### config.mk
export PLATFORM = sky130hd
export DESIGN_NAME = task_dispatcher
export DESIGN_NICKNAME = d
export VERILOG_FILES = /design/src/rtl/sched_pkg.sv /design/src/rtl/core_onehot_decode.sv /design/src/rtl/task_dispatcher.sv
export SDC_FILE = /design/constraint.sdc
export NUM_CORES = 1
export LEC_CHECK = 0
export ABC_CLOCK_PERIOD_IN_PS = 6700
export CAP_MARGIN = 30
export CORE_MARGIN = 2
export CORE_UTILIZATION = 55
export DETAILED_ROUTE_END_ITERATION = 10
export PLACE_DENSITY = 0.95
export SYNTH_ARGS = -nofsm -noshare
export SYNTH_HDL_FRONTEND = slang
export SYNTH_HIERARCHICAL = 1
export SYNTH_SLANG_ARGS = --single-unit
### constraint.sdc
create_clock -name clk -period 6.7 [get_ports clk]
set_input_delay 1.34 -clock clk [delete_from_list [all_inputs] [get_ports clk]]
set_output_delay 1.34 -clock clk [all_outputs]
set_load 0.005 [all_outputs]
### src/rtl/sched_pkg.sv
// -----------------------------------------------------------------------------
// sched_pkg
// Shared definitions for the task scheduler back end.
//   - State encodings of the dispatcher FSM, kept as plain localparam
//     constants so older tools and netlists see stable encodings.
//   - schedClog2: ceiling log2 used to size task and core index fields.
//     It never returns less than 1, so a one-entry field still has a bit.
// -----------------------------------------------------------------------------
package sched_pkg;

    localparam logic [2:0] S_IDLE  = 3'd0;
    localparam logic [2:0] S_LATCH = 3'd1;
    localparam logic [2:0] S_ISSUE = 3'd2;
    localparam logic [2:0] S_DRAIN = 3'd3;
    localparam logic [2:0] S_DONE  = 3'd4;

    // Smallest width w (at least 1) such that 2**w >= value.
    function automatic int schedClog2(input int value);
        for (int w = 1; w < 31; w++) begin
            if ((1 << w) >= value) begin
                return w;
            end
        end
        return 31;
    endfunction

endpackage

### src/rtl/core_onehot_decode.sv
// -----------------------------------------------------------------------------
// core_onehot_decode
// Purely combinational decode of one task's column of the processor
// assignment map. A healthy column has exactly one bit set; its position is
// the core the task must run on.
// Ports:
//   i_column   in   NUM_PROCESSORS  bit p set => task belongs to core p
//   o_coreIdx  out  CORE_W          index of the set bit (highest if several)
//   o_none     out  1               no bit set in the column
//   o_multi    out  1               more than one bit set in the column
// -----------------------------------------------------------------------------
module core_onehot_decode
    import sched_pkg::*;
#(
    parameter int NUM_PROCESSORS = 3,
    parameter int CORE_W         = schedClog2(NUM_PROCESSORS)
) (
    input  logic [NUM_PROCESSORS-1:0] i_column,
    output logic [CORE_W-1:0]         o_coreIdx,
    output logic                      o_none,
    output logic                      o_multi
);

    // Count the set bits while remembering the last one seen. The index is
    // only meaningful when neither flag is raised, so picking the highest
    // bit on a malformed column is harmless.
    always_comb begin
        int bitCount;
        bitCount  = 0;
        o_coreIdx = '0;
        for (int p = 0; p < NUM_PROCESSORS; p++) begin
            if (i_column[p]) begin
                bitCount  = bitCount + 1;
                o_coreIdx = CORE_W'(p);
            end
        end
        o_none  = (bitCount == 0);
        o_multi = (bitCount > 1);
    end

endmodule

### src/rtl/task_dispatcher.sv
// -----------------------------------------------------------------------------
// task_dispatcher
// Downstream stage of the task scheduler. When the scheduler finishes it
// pulses start; this block latches the processor assignment map and the
// per-task frequencies, then hands tasks to their cores one at a time in
// ascending task order, waiting whenever the target core is still busy.
// Completion pulses from the cores free them again. The run ends with a
// one-cycle all_done pulse and a cycle-accurate makespan.
// Ports:
//   clk                   in   rising-edge clock
//   reset                 in   synchronous, active-low reset
//   start                 in   run request, honoured only when idle
//   processor_assignment  in   bit p*NUM_TASKS+t set => task t on core p
//   freq_in               in   task t frequency at [t*DATA_WIDTH +: DATA_WIDTH]
//   core_done             in   bit p pulses when core p finishes its task
//   disp_valid            out  one-hot pulse handing a task to a core
//   disp_task_id          out  task index, zero when nothing is dispatched
//   disp_freq             out  task frequency, zero when nothing is dispatched
//   busy                  out  high from LATCH through DONE
//   all_done              out  one-cycle pulse at the end of a run
//   makespan              out  cycles spent LATCH..DONE, held until next start
//   assign_err            out  sticky per run, a column was empty or multi-hot
// -----------------------------------------------------------------------------
module task_dispatcher
    import sched_pkg::*;
#(
    parameter int NUM_TASKS      = 10,
    parameter int NUM_PROCESSORS = 3,
    parameter int DATA_WIDTH     = 32,
    parameter int TASK_ID_W      = schedClog2(NUM_TASKS)
) (
    input  logic                                  clk,
    input  logic                                  reset,
    input  logic                                  start,
    input  logic [0:NUM_PROCESSORS*NUM_TASKS-1]   processor_assignment,
    input  logic [0:DATA_WIDTH*NUM_TASKS-1]       freq_in,
    input  logic [NUM_PROCESSORS-1:0]             core_done,
    output logic [NUM_PROCESSORS-1:0]             disp_valid,
    output logic [TASK_ID_W-1:0]                  disp_task_id,
    output logic [DATA_WIDTH-1:0]                 disp_freq,
    output logic                                  busy,
    output logic                                  all_done,
    output logic [DATA_WIDTH-1:0]                 makespan,
    output logic                                  assign_err
);

    localparam int CORE_W = schedClog2(NUM_PROCESSORS);

    logic [2:0]                                r_state;
    logic [0:NUM_PROCESSORS*NUM_TASKS-1]       r_assign;
    logic [0:DATA_WIDTH*NUM_TASKS-1]           r_freq;
    logic [TASK_ID_W-1:0]                      r_ptr;
    logic [NUM_PROCESSORS-1:0]                 r_busyCore;
    logic [DATA_WIDTH-1:0]                     r_makespan;
    logic                                      r_assignErr;
    logic [NUM_PROCESSORS-1:0]                 r_dispValid;
    logic [TASK_ID_W-1:0]                      r_dispTaskId;
    logic [DATA_WIDTH-1:0]                     r_dispFreq;

    logic [NUM_PROCESSORS-1:0]                 w_column;
    logic [DATA_WIDTH-1:0]                     w_taskFreq;
    logic [CORE_W-1:0]                         w_coreIdx;
    logic                                      w_none;
    logic                                      w_multi;
    logic [NUM_PROCESSORS-1:0]                 w_coreMask;
    logic                                      w_coreFree;
    logic                                      w_lastTask;
    logic                                      w_badColumn;
    logic                                      w_dispatch;
    logic [NUM_PROCESSORS-1:0]                 w_setMask;

    // Select the current task's column and frequency with a compare-based
    // mux over all task slots, so only constant bit positions are indexed.
    always_comb begin
        w_column   = '0;
        w_taskFreq = '0;
        for (int t = 0; t < NUM_TASKS; t++) begin
            if (r_ptr == TASK_ID_W'(t)) begin
                w_taskFreq = r_freq[t*DATA_WIDTH +: DATA_WIDTH];
                for (int p = 0; p < NUM_PROCESSORS; p++) begin
                    w_column[p] = r_assign[p*NUM_TASKS + t];
                end
            end
        end
    end

    core_onehot_decode #(
        .NUM_PROCESSORS (NUM_PROCESSORS),
        .CORE_W         (CORE_W)
    ) u_decode (
        .i_column  (w_column),
        .o_coreIdx (w_coreIdx),
        .o_none    (w_none),
        .o_multi   (w_multi)
    );

    // Issue decision for the current pointer. The registered busy vector is
    // used on purpose: a completion pulse only frees its core at the next
    // edge, so a stalled task leaves two edges after the ack, never sooner.
    always_comb begin
        w_coreMask  = NUM_PROCESSORS'(1) << w_coreIdx;
        w_coreFree  = ((r_busyCore & w_coreMask) == '0);
        w_lastTask  = (r_ptr == TASK_ID_W'(NUM_TASKS - 1));
        w_badColumn = w_none | w_multi;
        w_dispatch  = (r_state == S_ISSUE) && !w_badColumn && w_coreFree;
        w_setMask   = w_dispatch ? w_coreMask : '0;
    end

    // Main sequential block: FSM, latched maps, task pointer, per-core busy
    // bits, makespan counter and the registered dispatch port. The dispatch
    // port defaults to zero every cycle so it only ever pulses. A core is only
    // marked busy when it was free, so a completion pulse on that same core in
    // that same cycle belongs to an idle core and is rightly ignored.
    always_ff @(posedge clk) begin
        if (!reset) begin
            r_state      <= S_IDLE;
            r_assign     <= '0;
            r_freq       <= '0;
            r_ptr        <= '0;
            r_busyCore   <= '0;
            r_makespan   <= '0;
            r_assignErr  <= 1'b0;
            r_dispValid  <= '0;
            r_dispTaskId <= '0;
            r_dispFreq   <= '0;
        end else begin
            r_dispValid  <= '0;
            r_dispTaskId <= '0;
            r_dispFreq   <= '0;
            r_busyCore   <= (r_busyCore & ~core_done) | w_setMask;

            if ((r_state != S_IDLE) && (r_makespan != '1)) begin
                r_makespan <= r_makespan + DATA_WIDTH'(1);
            end

            case (r_state)
                S_IDLE: begin
                    if (start) begin
                        r_assign    <= processor_assignment;
                        r_freq      <= freq_in;
                        r_makespan  <= '0;
                        r_assignErr <= 1'b0;
                        r_ptr       <= '0;
                        r_state     <= S_LATCH;
                    end
                end

                S_LATCH: begin
                    r_ptr   <= '0;
                    r_state <= S_ISSUE;
                end

                S_ISSUE: begin
                    if (w_badColumn || w_coreFree) begin
                        if (w_badColumn) begin
                            r_assignErr <= 1'b1;
                        end else begin
                            r_dispValid  <= w_coreMask;
                            r_dispTaskId <= r_ptr;
                            r_dispFreq   <= w_taskFreq;
                        end
                        if (w_lastTask) begin
                            r_state <= S_DRAIN;
                        end else begin
                            r_ptr <= r_ptr + TASK_ID_W'(1);
                        end
                    end
                end

                S_DRAIN: begin
                    if (r_busyCore == '0) begin
                        r_state <= S_DONE;
                    end
                end

                S_DONE: begin
                    r_state <= S_IDLE;
                end

                default: begin
                    r_state <= S_IDLE;
                end
            endcase
        end
    end

    // Status outputs follow directly from the state so a reset clears them
    // on the same edge as the FSM.
    assign busy         = (r_state != S_IDLE);
    assign all_done     = (r_state == S_DONE);
    assign makespan     = r_makespan;
    assign assign_err   = r_assignErr;
    assign disp_valid   = r_dispValid;
    assign disp_task_id = r_dispTaskId;
    assign disp_freq    = r_dispFreq;

endmodule
* Word level (Yosys, flattened, before mapping)
Index checks and enable logic that the tools add are counted.
** Word-level totals
- Word-level logic and storage cells :: 104
- Input bits :: 356
- Output and inout bits :: 74
- Register bits after elaboration :: 432
** Cells by class
- Bitwise gates (word level) :: 8
- Add/subtract/negate cells :: 4
- Magnitude comparators :: 1
- Multiplexer cells :: 42
- Reduce and logical (&&, ||, !) cells :: 18
- Equality and inequality tests :: 20
- Shifts and indexed selects :: 1
** Operators by type and width (count)
- two-way mux 32 bit :: 15
- two-way mux 3 bit :: 15
- adder 32 x 1 -> 32 bit, second input constant :: 1
- adder 32 x 2 -> 32 bit, second input constant :: 1
- > comparator 32 x 2 -> 1 bit, second input constant :: 1
- logical NOT 32 bit :: 1
- != test 32 bit, second input constant :: 1
- == test 4 x 3 -> 1 bit, second input constant :: 4
- two-way mux 4 bit :: 3
- case mux 3 bit (4 select lines) :: 1
- case mux 4 bit (3 select lines) :: 1
- AND reduction 4 bit :: 3
- != test 2 bit, second input constant :: 5
- logical NOT 3 bit :: 3
- == test 4 x 2 -> 1 bit, second input constant :: 2
- == test 4 bit, second input constant :: 2
- bitwise AND 3 bit :: 2
- == test 3 x 2 -> 1 bit, second input constant :: 2
- nonzero test 3 bit :: 2
- two-way mux 1 bit :: 5
- adder 4 x 1 -> 4 bit, second input constant :: 1
- == test 4 x 1 -> 1 bit, second input constant :: 1
- logical NOT 4 bit :: 1
- OR reduction 4 bit :: 1
- other kinds (16) :: 20

* Depth between registers and ports, before layout
Gate-level depths: netlist (run 1).
- Depth in word-level cells :: 23
- Gate-level depth with buffers :: 18
- Depth with buffers taken out :: 14

* By module
Netlist (run 1), hierarchy kept.
** By module, submodules not included
- task_dispatcher :: instances 1, cells each 2372, sequential area each 8648.3 µm², area an instance 18920.6 µm²
- core_onehot_decode :: instances 1, cells each 10, sequential area each 0.0 µm², area an instance 88.8 µm²

* Worst setup path before layout (run 1)
Ideal clock, no wire load.
- Path type :: register to register
- Start :: reg r_ptr[1]
- End :: reg r_ptr[3]
- Required time :: 6.578 ns
- Setup time :: 0.122 ns
- Clock period less this slack :: 3.854 ns
- Buffers on the path :: 2
- Setup slack :: 2.846 ns
- Stages on the path, launching flop included :: 14
- Data arrival time :: 3.732 ns
- Path through :: dfxtp_1 inv_1 ha_1 clkbuf_1 and3b_1 clkbuf_1 or4_1 o32ai_1 fa_1 a221oi_2 nor2_1 a21oi_1 nor3b_1 a221o_1
** On the way
- Elaborated cells between the ends (all ways) :: 41
- Classes of those cells :: add/sub (3); order compare (1); eq/ne (11); shift (1); mux (18); bitwise (2); reduce/logical (5)
** RTL lines
- start, declared :: RTL line task_dispatcher.sv:52 : logic [TASK_ID_W-1:0] r_ptr;
- start signal, assigned :: RTL line task_dispatcher.sv:165 : r_ptr <= r_ptr + TASK_ID_W'(1);
- logical NOT 4 bit :: RTL line task_dispatcher.sv:78 : if (r_ptr == TASK_ID_W'(t)) begin
- two-way mux 3 bit (9 in series) :: RTL line task_dispatcher.sv:78
- two-way mux 3 bit * :: RTL line task_dispatcher.sv:78
- named net w_column[2] :: RTL line task_dispatcher.sv:60 : logic [NUM_PROCESSORS-1:0] w_column;
- two-way mux 32 bit * :: RTL line core_onehot_decode.sv:32 : if (i_column[p]) begin
- logical NOT 32 bit * :: RTL line core_onehot_decode.sv:37 : o_none = (bitCount == 0);
- named net w_none :: RTL line task_dispatcher.sv:63 : logic w_none;
- bitwise OR 1 bit * :: RTL line task_dispatcher.sv:104 : w_badColumn = w_none | w_multi;
- logical OR 1 bit * :: RTL line task_dispatcher.sv:154 : if (w_badColumn || w_coreFree) begin
- != test 2 x 1 -> 1 bit (no line) *
- AND reduction 4 bit (no line) *
Mark *: on every way through the listed nets, which the timed path passes. The rest lies on a longest branch. The select of a mux whose other input is x is not followed.
A chain may end at the register's enable or synchronous reset.

* Worst setup path after layout (run 1)
- Start :: reg r_ptr[3]
- End :: reg r_dispFreq[21] (netlist: disp_freq[21])
** On the way
- Elaborated cells between the ends (all ways) :: 46
- Classes of those cells :: add/sub (2); order compare (1); eq/ne (9); shift (1); mux (25); bitwise (3); reduce/logical (5)
** RTL lines
- logical NOT 4 bit :: RTL line task_dispatcher.sv:78
- two-way mux 3 bit (9 in series) :: RTL line task_dispatcher.sv:78
- two-way mux 3 bit * :: RTL line task_dispatcher.sv:78
- named net w_column[2] :: RTL line task_dispatcher.sv:60
- two-way mux 2 bit * :: RTL line core_onehot_decode.sv:32
- named net w_coreIdx[0] :: RTL line task_dispatcher.sv:62 : logic [CORE_W-1:0] w_coreIdx;
- left shift 1 x 2 -> 3 bit * :: RTL line task_dispatcher.sv:101 : w_coreMask = NUM_PROCESSORS'(1) << w_coreIdx;
- bitwise AND 3 bit * :: RTL line task_dispatcher.sv:102 : w_coreFree = ((r_busyCore & w_coreMask) == '0);
- logical NOT 3 bit * :: RTL line task_dispatcher.sv:102
- logical OR 1 bit * :: RTL line task_dispatcher.sv:154
- inverter 1 bit (no line) *
- OR reduction 4 bit (no line) *
- end signal, assigned :: RTL line task_dispatcher.sv:160 : r_dispFreq <= w_taskFreq;
- end, declared :: RTL line task_dispatcher.sv:58 : logic [DATA_WIDTH-1:0] r_dispFreq;
Mark *: on every way through the listed nets, which the timed path passes. The rest lies on a longest branch.

==> impl_metrics.py, run 1 <==
metrics = {
    "critical_path": {
        "path_class": "reg2reg",
        "slowest_stage": "o32ai_1",
        "required_ps": 7150,
        "startpoint": "r_ptr[3]",
        "cp-start-kind": "flop",
        "cp.arrival_ps": 5400,
        "worstReg2RegStart": "r_ptr[3]",
        "rrSetupSlack_ps": 1750,
        "worstSetupEndpointType": "flop",
        "path_common_cell": "buf_4",
        "max_stage_delay_ps": 940,
        "path_cells": "nor2b_1 -> and2_2 -> buf_4 -> or4_1 -> o32ai_1 -> nor2_1 -> mux2i_1 -> o2bb2ai_1 -> nor4_2 -> buf_4 -> o211ai_1 -> a31oi_1",
        "crit_path_max_fanout": 66,
    },
    "final_layout": {
        "stdcell_area_um2": 24780,
        "nNetsFinal": 3048,
        "final_core_util_pct": 72.26,
        "multi_input_area_um2": 9493,
        "seq_area_um2": 8650,
        "drive_above_1_share_pct": 4.449,
        "fillers": 2469,
        "syn_to_final_growth_pct": 30.34,
    },
    "synthesis": {
        "ys_ff_latch": 432,
        "syn_nets": 2746,
        "synth.distinct_cells": 69,
        "synth_top_cell_by_area": "dfxtp_1",
        "ys_top_cells_by_area": "dfxtp_1 (45%), nand2_1 (15%), a21boi_0 (11%)",
        "ys.flop_type": "dfxtp_1",
        "yosys_warnings": 6,
        "yosysMostFrequentCell": "nand2_1",
        "synthArstFlopShare_pct": 0,
        "synth_common_cells": "nand2_1 (764), dfxtp_1 (432), a21boi_0 (289)",
        "synth_edf_count": 0,
        "synth_top_area_share_pct": 45.49,
        "synth_seq_area_share_pct": 45.49,
        "avgSynthCellArea_um2": 7.980,
        "syn_area_um2": 19010,
        "postSynthCellCount": 2382,
    },
    "route": {
        "vias_per_cell": 5.980,
        "firstDrtPassIters": 6,
        "vias": 19005,
        "routed_wl_mm": 64.52,
        "drt-initial-drc-count": 2094,
        "wl_per_cell_um": 20.30,
        "drc": 0,
        "antenna_left": 0,
    },
    "timing": {
        "maxSlewHeadroom_pct": 29.19,
        "worstMarginPinSlew_ps": 1059,
        "fin_skew_ps": 19.61,
        "max_freq_mhz": 202.0,
        "hold_viol_final": 0,
        "fin_hold_ws_ps": 450.8,
        "finalSetupViolCount": 0,
        "post-route-period-util_pct": 73.89,
        "rsz0062_at_grt": "false",
        "finalSetupTns_ps": 0,
        "fin_crit_ps": 4951,
        "finalMaxSlewViolations": 0,
    },
    "run_status": {
        "status": "completed",
    },
    "global_route": {
        "grt_first_pass_wirelength_mm": 97.94,
        "antenna_found_initial": 3,
        "grt_pass1_vias": 17844,
        "gr-total-overflow": 0,
        "track_usage_pct": 34.55,
        "grt_max_degree": 179,
    },
    "run": {
        "maxCapViolCount": 0,
    },
    "placed_design": {
        "numPortBuffers": 429,
        "place.gp.congestion": 0.9669,
        "dp_hpwl_mm": 45.40,
        "placed_area_um2": 23350,
    },
    "cts": {
        "h-tree-depth": 2,
        "cts_buffers": 44,
        "cts_resized": 0,
        "path_clk_slew_ps": 60,
        "postCtsHoldBufs": 0,
        "tritoncts": "done",
        "clk_path_buf_depth": 3,
        "cts_sinks": 432,
        "postCtsSetupBuffers": 0,
        "root_buffer": "clkbuf_16",
        "insertion_delay_ps": 550,
    },
    "floorplan": {
        "coreArea_um2": 34290,
        "die_w_um": 189.9,
        "initial_utilization_pct": 55.44,
        "die_area_um2": 36070,
        "die_h_um": 189.9,
        "pin_count": 430,
        "rows": 68,
    },
    "worst_hold_path": {
        "worstHoldStart": "r_freq[139]",
        "hold_class": "reg2reg",
    },
    "pwr": {
        "powerDensity_nw_per_um2": 242.5,
        "p_leak_nw": 8.771,
        "peakVddDrop_mv": 0.1636,
    },
}
-- per-layer routing --
metal,up-vias,global-route usage [%],share of wire (%)
met5,-,0,0
met4,0,14.79,4.4
met3,176,6.069,9.9
met2,1082,54.67,45
met1,8945,46.56,41
li1,8802,-,-
-- registers in the layout (all words and copies together) (netlist names) --
name	count
makespan	32
r_busyCore	3
disp_valid	3
r_assign	30
r_ptr	4
disp_task_id	4
r_state	3
assign_err	1
r_freq	320
disp_freq	32
-- cell families after synthesis --
| kind of cell | after synthesis | synth area share, % |
|---|---|---|
| mux | 4 | 0.2172 |
| xor+xnor | 1 | 0.04608 |
| simple gates | 988 | 21.86 |
| compound gates | 735 | 27.16 |
| fa+ha+maj | 8 | 0.5660 |
| flops | 432 | 45.49 |
| buf+inv | 214 | 4.660 |
-- power by group --
part	total (mW)	switching, mW	internal [mW]
Clock	2.43	1.03	1.40
Sequential	2.82	0.104	2.72
Combinational	0.755	0.397	0.358
Total	6.01	1.53	4.48
-- stage by stage --
step	power (mW)	setup WS [ps]	instances
floorplan	3.226	2846	2382
global placement	3.581	2210	3089
detailed placement	3.613	1875	3093
CTS	6.000	1859	3175
global route	6.195	1392	3178
finish	6.007	1749	3178
-- cell usage in the layout (no fill, tap or decap), types with 17 or more instances in the layout --
cell type / instances
nand2_1: 763
dfxtp_1: 431
clkdlybuf4s50_1: 428
a21boi_0: 289
a21oi_1: 87
nor2_1: 86
o22ai_1: 63
a21boi_1: 62
or3_1: 51
o21ai_0: 49
clkbuf_16: 45
o211ai_1: 34
a22oi_1: 32
a221oi_1: 32
a31oi_1: 31
buf_4: 20
clkbuf_1: 17
-- final cells by class --
cell class,instances,share of cell area [%]
Antenna cell,3,0.03030
Clock buffer,69,5.191
Clock inverter,13,0.5403
Inverter,16,0.2424
Multi-Input combinational cell,1736,38.31
Sequential cell,432,34.91
Tap cell,455,2.298
Timing Repair Buffer,454,18.48
-- worst paths after layout --
kind / to / cells after the start
max: disp_freq[21] / 12
min: r_freq[139] / 2
max reg2reg: disp_freq[21] / 12
min reg2reg: r_freq[139] / 2
-- worst max-delay path: cells and delay by family, from the launching register on --
kind | cells | cell delay (ps)
AND/OR/NAND/NOR | 5 | 1600
AO/OA/AOI/OAI | 4 | 1490
buffers and inverters | 2 | 790
flip-flops | 1 | 710
multiplexers | 1 | 210
Note: power is estimated with default switching activity, not from simulation.
==> run 2, diff against run 1 <==
Settings changed: ABC_CLOCK_PERIOD_IN_PS 6700 to 4200, CORE_UTILIZATION 55 to 46, PLACE_DENSITY 0.95 to 0.87.
Clock period 6.7 ns to 4.2 ns, I/O delays scaled along.
==> impl_metrics.py, run 2 (synthesis gave the netlist of run 1 again) <==
metrics = {
    "placed_design": {
        "placed_area_um2": 23540,
        "place_inst": 3182,
        "dp_hpwl_mm": 47.33,
        "post-place-ws_ps": 66.45,
        "place.gp.congestion": 0.9453,
        "numPortBuffers": 429,
    },
    "global_route": {
        "grt-busiest-layer": "met2",
        "gr-total-overflow": 0,
        "gr-usage-met1_pct": 42.82,
        "use_met3_pct": 5.189,
        "met2_usage_pct": 45.22,
        "grt_pass1_vias": 17792,
        "grt_max_degree": 250,
        "grt_first_pass_wirelength_mm": 102.8,
        "antenna_found_initial": 8,
        "track_usage_pct": 29.90,
    },
    "cts": {
        "root_buffer": "clkbuf_16",
        "cts_sinks": 432,
        "h-tree-depth": 2,
        "insertion_delay_ps": 570,
        "clk_path_buf_depth": 3,
        "path_clk_slew_ps": 60,
        "tritoncts": "done",
        "postCtsHoldBufs": 0,
        "cts_buffers": 45,
    },
    "route": {
        "drt-initial-drc-count": 2036,
        "routed_wl_mm": 66.37,
        "antenna_left": 0,
        "wl_per_cell_um": 20.28,
        "vias": 18779,
        "firstDrtPassIters": 6,
        "vias_per_cell": 5.739,
        "drc": 0,
    },
    "critical_path": {
        "rrSetupSlack_ps": 190,
        "cp-start-kind": "flop",
        "required_ps": 4650,
        "path_class": "reg2reg",
        "crit_path_max_fanout": 7,
        "cp.arrival_ps": 4470,
        "worstSetupEndpointType": "flop",
    },
    "floorplan": {
        "rows": 74,
        "initial_utilization_pct": 46.56,
        "pin_count": 430,
        "die_area_um2": 42970,
        "die_w_um": 207.3,
        "die_h_um": 207.3,
        "coreArea_um2": 40830,
    },
    "timing": {
        "worstMarginPinSlew_ps": 1169,
        "layout_setup_ws_ps": 185.1,
        "maxSlewHeadroom_pct": 22.06,
        "fin_crit_ps": 4015,
        "hold_viol_final": 0,
        "finalSetupTns_ps": 0,
        "max_freq_mhz": 249.1,
        "post-route-period-util_pct": 95.59,
        "finalSetupViolCount": 0,
        "fin_skew_ps": 12.08,
        "finalMaxSlewViolations": 0,
    },
    "final_layout": {
        "most-common-layout-cells": "nand2_1 (763), dfxtp_1 (430), clkdlybuf4s50_1 (428)",
        "drive_above_1_share_pct": 5.490,
        "finalNonFillerCells": 3272,
        "largest_reg_flops": 320,
        "syn_to_final_growth_pct": 32.69,
        "stdcell_area_um2": 25220,
        "top_register": "r_freq",
        "final_core_util_pct": 61.77,
        "final_common_cell": "nand2_1",
        "nNetsFinal": 3062,
    },
    "pwr": {
        "p_leak_nw": 8.961,
        "powerDensity_nw_per_um2": 397.0,
        "peakVddDrop_mv": 0.2562,
    },
    "run_status": {
        "status": "completed",
    },
    "worst_hold_path": {
        "hold_class": "reg2reg",
    },
    "run": {
        "maxCapViolCount": 0,
    },
}
==> run 2: cell count changes in the layout (fill, tap and decap cells not counted), moves of 3 or more <==
cell       before  now
buf_12          1    7
buf_16          4    0
buf_4          20   29
bufinv_16       2    5
clkbuf_1       17    5
clkbuf_8        8   16
diode_2         3    8
==> run 2: final cells by class <==
class | instances | area (µm²)
clock buffers | 67 | 1401
fillers | 3440 | 15610
diodes | 8 | 20.02
clock inverters | 14 | 209.0
multi-input cells | 1736 | 9513
inverters | 16 | 60.06
repair buffers | 467 | 4703
flip-flops and latches | 432 | 8651
well taps | 532 | 665.6
==> run 2: timing repair <==
| item | 4_1_cts | 5_1_grt |
|---|---|---|
| gates resized for setup | 0 | 7 |
| setup endpoints to repair | 0 | 31 |
| buffers inserted | 0 | 1 |
| endpoints found under the hold margin | 0 | 0 |
==> run 2: per-stage QoR <==
stage	power, mW	hold WS, ps
6_report	10.01	451.2
5_1_grt	10.37	467.5
4_1_cts	10.05	453.6
3_5_place_dp	5.780	444.7
3_3_place_gp	5.747	440.3
2_1_floorplan	5.146	434.7
==> run 2: layer usage <==
metal  share of wire, %  up-vias  wire length [µm]
li1                   -     8842                 -
met1                 44     8926             29490
met2                 45      907             29610
met3                8.2      104              5448
met4                2.7        0              1822
met5                  0        -                 0
==> run 2: critical path, cell delays in order (launching register included) <==
cell and delay, ps:
dfxtp_1 400, inv_1 110, ha_1 290, and3b_1 290, or4_1 580, o32ai_1 440
buf_4 200, fa_1 410, a221oi_2 300, nor2_1 130, a21oi_1 280, nor3b_1 120
a221o_1 350
==> run 2: worst paths after layout <==
path / from / end / cells past startpoint
worst max-delay path: r_ptr[1] / r_ptr[3] / 12
worst min-delay path: r_freq[130] / r_freq[130] / 2
worst max register to register: r_ptr[1] / r_ptr[3] / 12
worst min register to register: r_freq[130] / r_freq[130] / 2
==> run 2: power breakdown <==
part	leakage [nW]	switching [mW]	internal [mW]	total, mW
Sequential	3.54	0.158	4.34	4.50
Clock	0.797	1.68	2.61	4.29
Combinational	4.63	0.635	0.589	1.22
Total	8.96	2.47	7.54	10.0
==> run 3, diff against run 2 <==
Settings changed: SKIP_LAST_GASP set to 1.
==> impl_metrics.py, run 3 (synthesis gave the netlist of run 1 again) <==
metrics = {
    "timing": {
        "layout_setup_ws_ps": 136.0,
        "finalSetupViolCount": 0,
        "max_freq_mhz": 246.1,
        "fin_crit_ps": 4064,
        "rsz0062_at_grt": "true",
        "hold_viol_final": 0,
        "finalMaxSlewViolations": 0,
        "maxSlewHeadroom_pct": 22.05,
        "post-route-period-util_pct": 96.76,
        "fin_skew_ps": 12.08,
        "worstMarginPinSlew_ps": 1169,
    },
    "route": {
        "vias_per_cell": 5.739,
        "wl_per_cell_um": 20.28,
        "firstDrtPassIters": 6,
        "drc": 0,
        "vias": 18779,
        "antenna_left": 0,
        "routed_wl_mm": 66.36,
        "drt-initial-drc-count": 2036,
    },
    "critical_path": {
        "crit_family": "compound AO/OA/AOI/OAI gates",
        "cp-start-kind": "flop",
        "worstReg2RegStart": "r_ptr[0]",
        "rrSetupSlack_ps": 140,
        "crit_path_max_fanout": 7,
        "cp.arrival_ps": 4520,
        "path_buf_inv": 2,
        "worstSetupEndpointType": "flop",
        "worstRegToRegCells": 12,
        "max_stage_delay_ps": 580,
        "path_cells": "inv_1 -> ha_1 -> and3b_1 -> or4_1 -> o32ai_1 -> buf_4 -> fa_1 -> a221oi_2 -> nor2_1 -> a21oi_1 -> nor3b_1 -> a221o_1",
        "worstReg2RegEnd": "r_ptr[3]",
        "required_ps": 4650,
        "path_class": "reg2reg",
        "slowest_stage": "or4_1",
    },
    "final_layout": {
        "syn_to_final_growth_pct": 32.68,
        "final_common_cell": "nand2_1",
        "drive_above_1_share_pct": 5.454,
        "nNetsFinal": 3062,
        "most-common-layout-cells": "nand2_1 (763), dfxtp_1 (431), clkdlybuf4s50_1 (428)",
        "top_register": "r_freq",
        "largest_reg_flops": 320,
        "stdcell_area_um2": 25220,
        "fillers": 3440,
        "seq_area_um2": 8650,
        "multi_input_area_um2": 9513,
    },
    "run_status": {
        "status": "completed",
    },
    "floorplan": {
        "rows": 74,
        "die_w_um": 207.3,
        "coreArea_um2": 40830,
        "initial_utilization_pct": 46.56,
        "die_h_um": 207.3,
        "die_area_um2": 42970,
        "pin_count": 430,
    },
    "global_route": {
        "gr-total-overflow": 0,
        "grt_pass1_vias": 17792,
        "track_usage_pct": 29.90,
        "grt_first_pass_wirelength_mm": 102.8,
        "antenna_found_initial": 8,
        "grt_max_degree": 250,
    },
    "worst_hold_path": {
        "min_to": "r_freq[130]",
        "worstHoldStart": "r_freq[130]",
        "hold_path_depth": 2,
        "hold_class": "reg2reg",
    },
    "placed_design": {
        "place.gp.congestion": 0.9453,
        "placed_area_um2": 23540,
        "post-place-ws_ps": 66.45,
        "dp_hpwl_mm": 47.33,
        "numPortBuffers": 429,
    },
    "cts": {
        "cts_buffers": 45,
        "path_clk_slew_ps": 60,
        "tritoncts": "done",
        "h-tree-depth": 2,
        "postCtsHoldBufs": 0,
        "clk_path_buf_depth": 3,
        "root_buffer": "clkbuf_16",
        "insertion_delay_ps": 570,
        "cts_sinks": 432,
    },
    "run": {
        "maxCapViolCount": 0,
    },
    "pwr": {
        "powerDensity_nw_per_um2": 397.0,
        "p_leak_nw": 8.961,
        "peakVddDrop_mv": 0.2562,
    },
}
-- run 3: cell count changes in the layout (fill, tap and decap cells not counted) --
cell,delta
dfxtp_1,+1
dfxtp_2,-1
-- run 3: layer usage --
metal  up-vias  wire [µm]  GRT usage [%]
li1       8842          -              -
met1      8921      29520          42.82
met2       910      29580          45.22
met3       106       5429          5.189
met4         0       1835          10.74
met5         -          0              0
-- run 3: worst reg2reg max path, stage by stage (launching register included) --
cell      delay, ps
dfxtp_1         440
inv_1           100
ha_1            310
and3b_1         290
or4_1           580
o32ai_1         440
buf_4           200
fa_1            410
a221oi_2        300
nor2_1          130
a21oi_1         280
nor3b_1         120
a221o_1         350
-- run 3: stage by stage --
stage	std cells	TNS [ps]	power (mW)	util, %	hold WS (ps)
after global routing	3272	-241.1	10.37	61.77	467.5
after global placement	3181	0	5.747	57.62	440.3
after floorplan	2382	0	5.146	-	434.7
after CTS	3263	0	10.05	61.60	453.6
final	3272	0	10.01	61.77	451.2
after detailed placement	3182	0	5.780	57.65	444.7
-- run 3: report_power, final --
part	internal, mW	switching (mW)	leakage, nW
sequential	4.34	0.158	3.53
combinational	0.589	0.635	4.63
clock	2.61	1.68	0.797
-- run 3: timing repair --
action                     in CTS  in global routing
setup endpoints to repair       0                 31
buffers inserted                0                  1
resized for setup               0                  6
-- run 3: worst max-delay path by stage --
| stage | from | to | slack (ps) | cells after the start |
|---|---|---|---|---|
| after floorplan | r_ptr[1] | r_ptr[3] | 350 | 13 |
| after global placement | r_ptr[0] | disp_freq[9] | 330 | 13 |
| after detailed placement | r_ptr[0] | disp_freq[8] | 70 | 13 |
| after CTS | r_ptr[0] | disp_freq[19] | 40 | 13 |
| after global routing | r_ptr[0] | disp_freq[19] | -60 | 13 |
| final | r_ptr[0] | r_ptr[3] | 140 | 12 |
-- run 3: final cells by class --
type | count | share of cell area (%)
inverter | 16 | 0.2381
clock buffer | 67 | 5.556
clock inverter | 14 | 0.8285
multi-input combinational | 1736 | 37.72
sequential | 432 | 34.29
timing repair buffer | 467 | 18.65
tap | 532 | 2.639
antenna | 8 | 0.07937
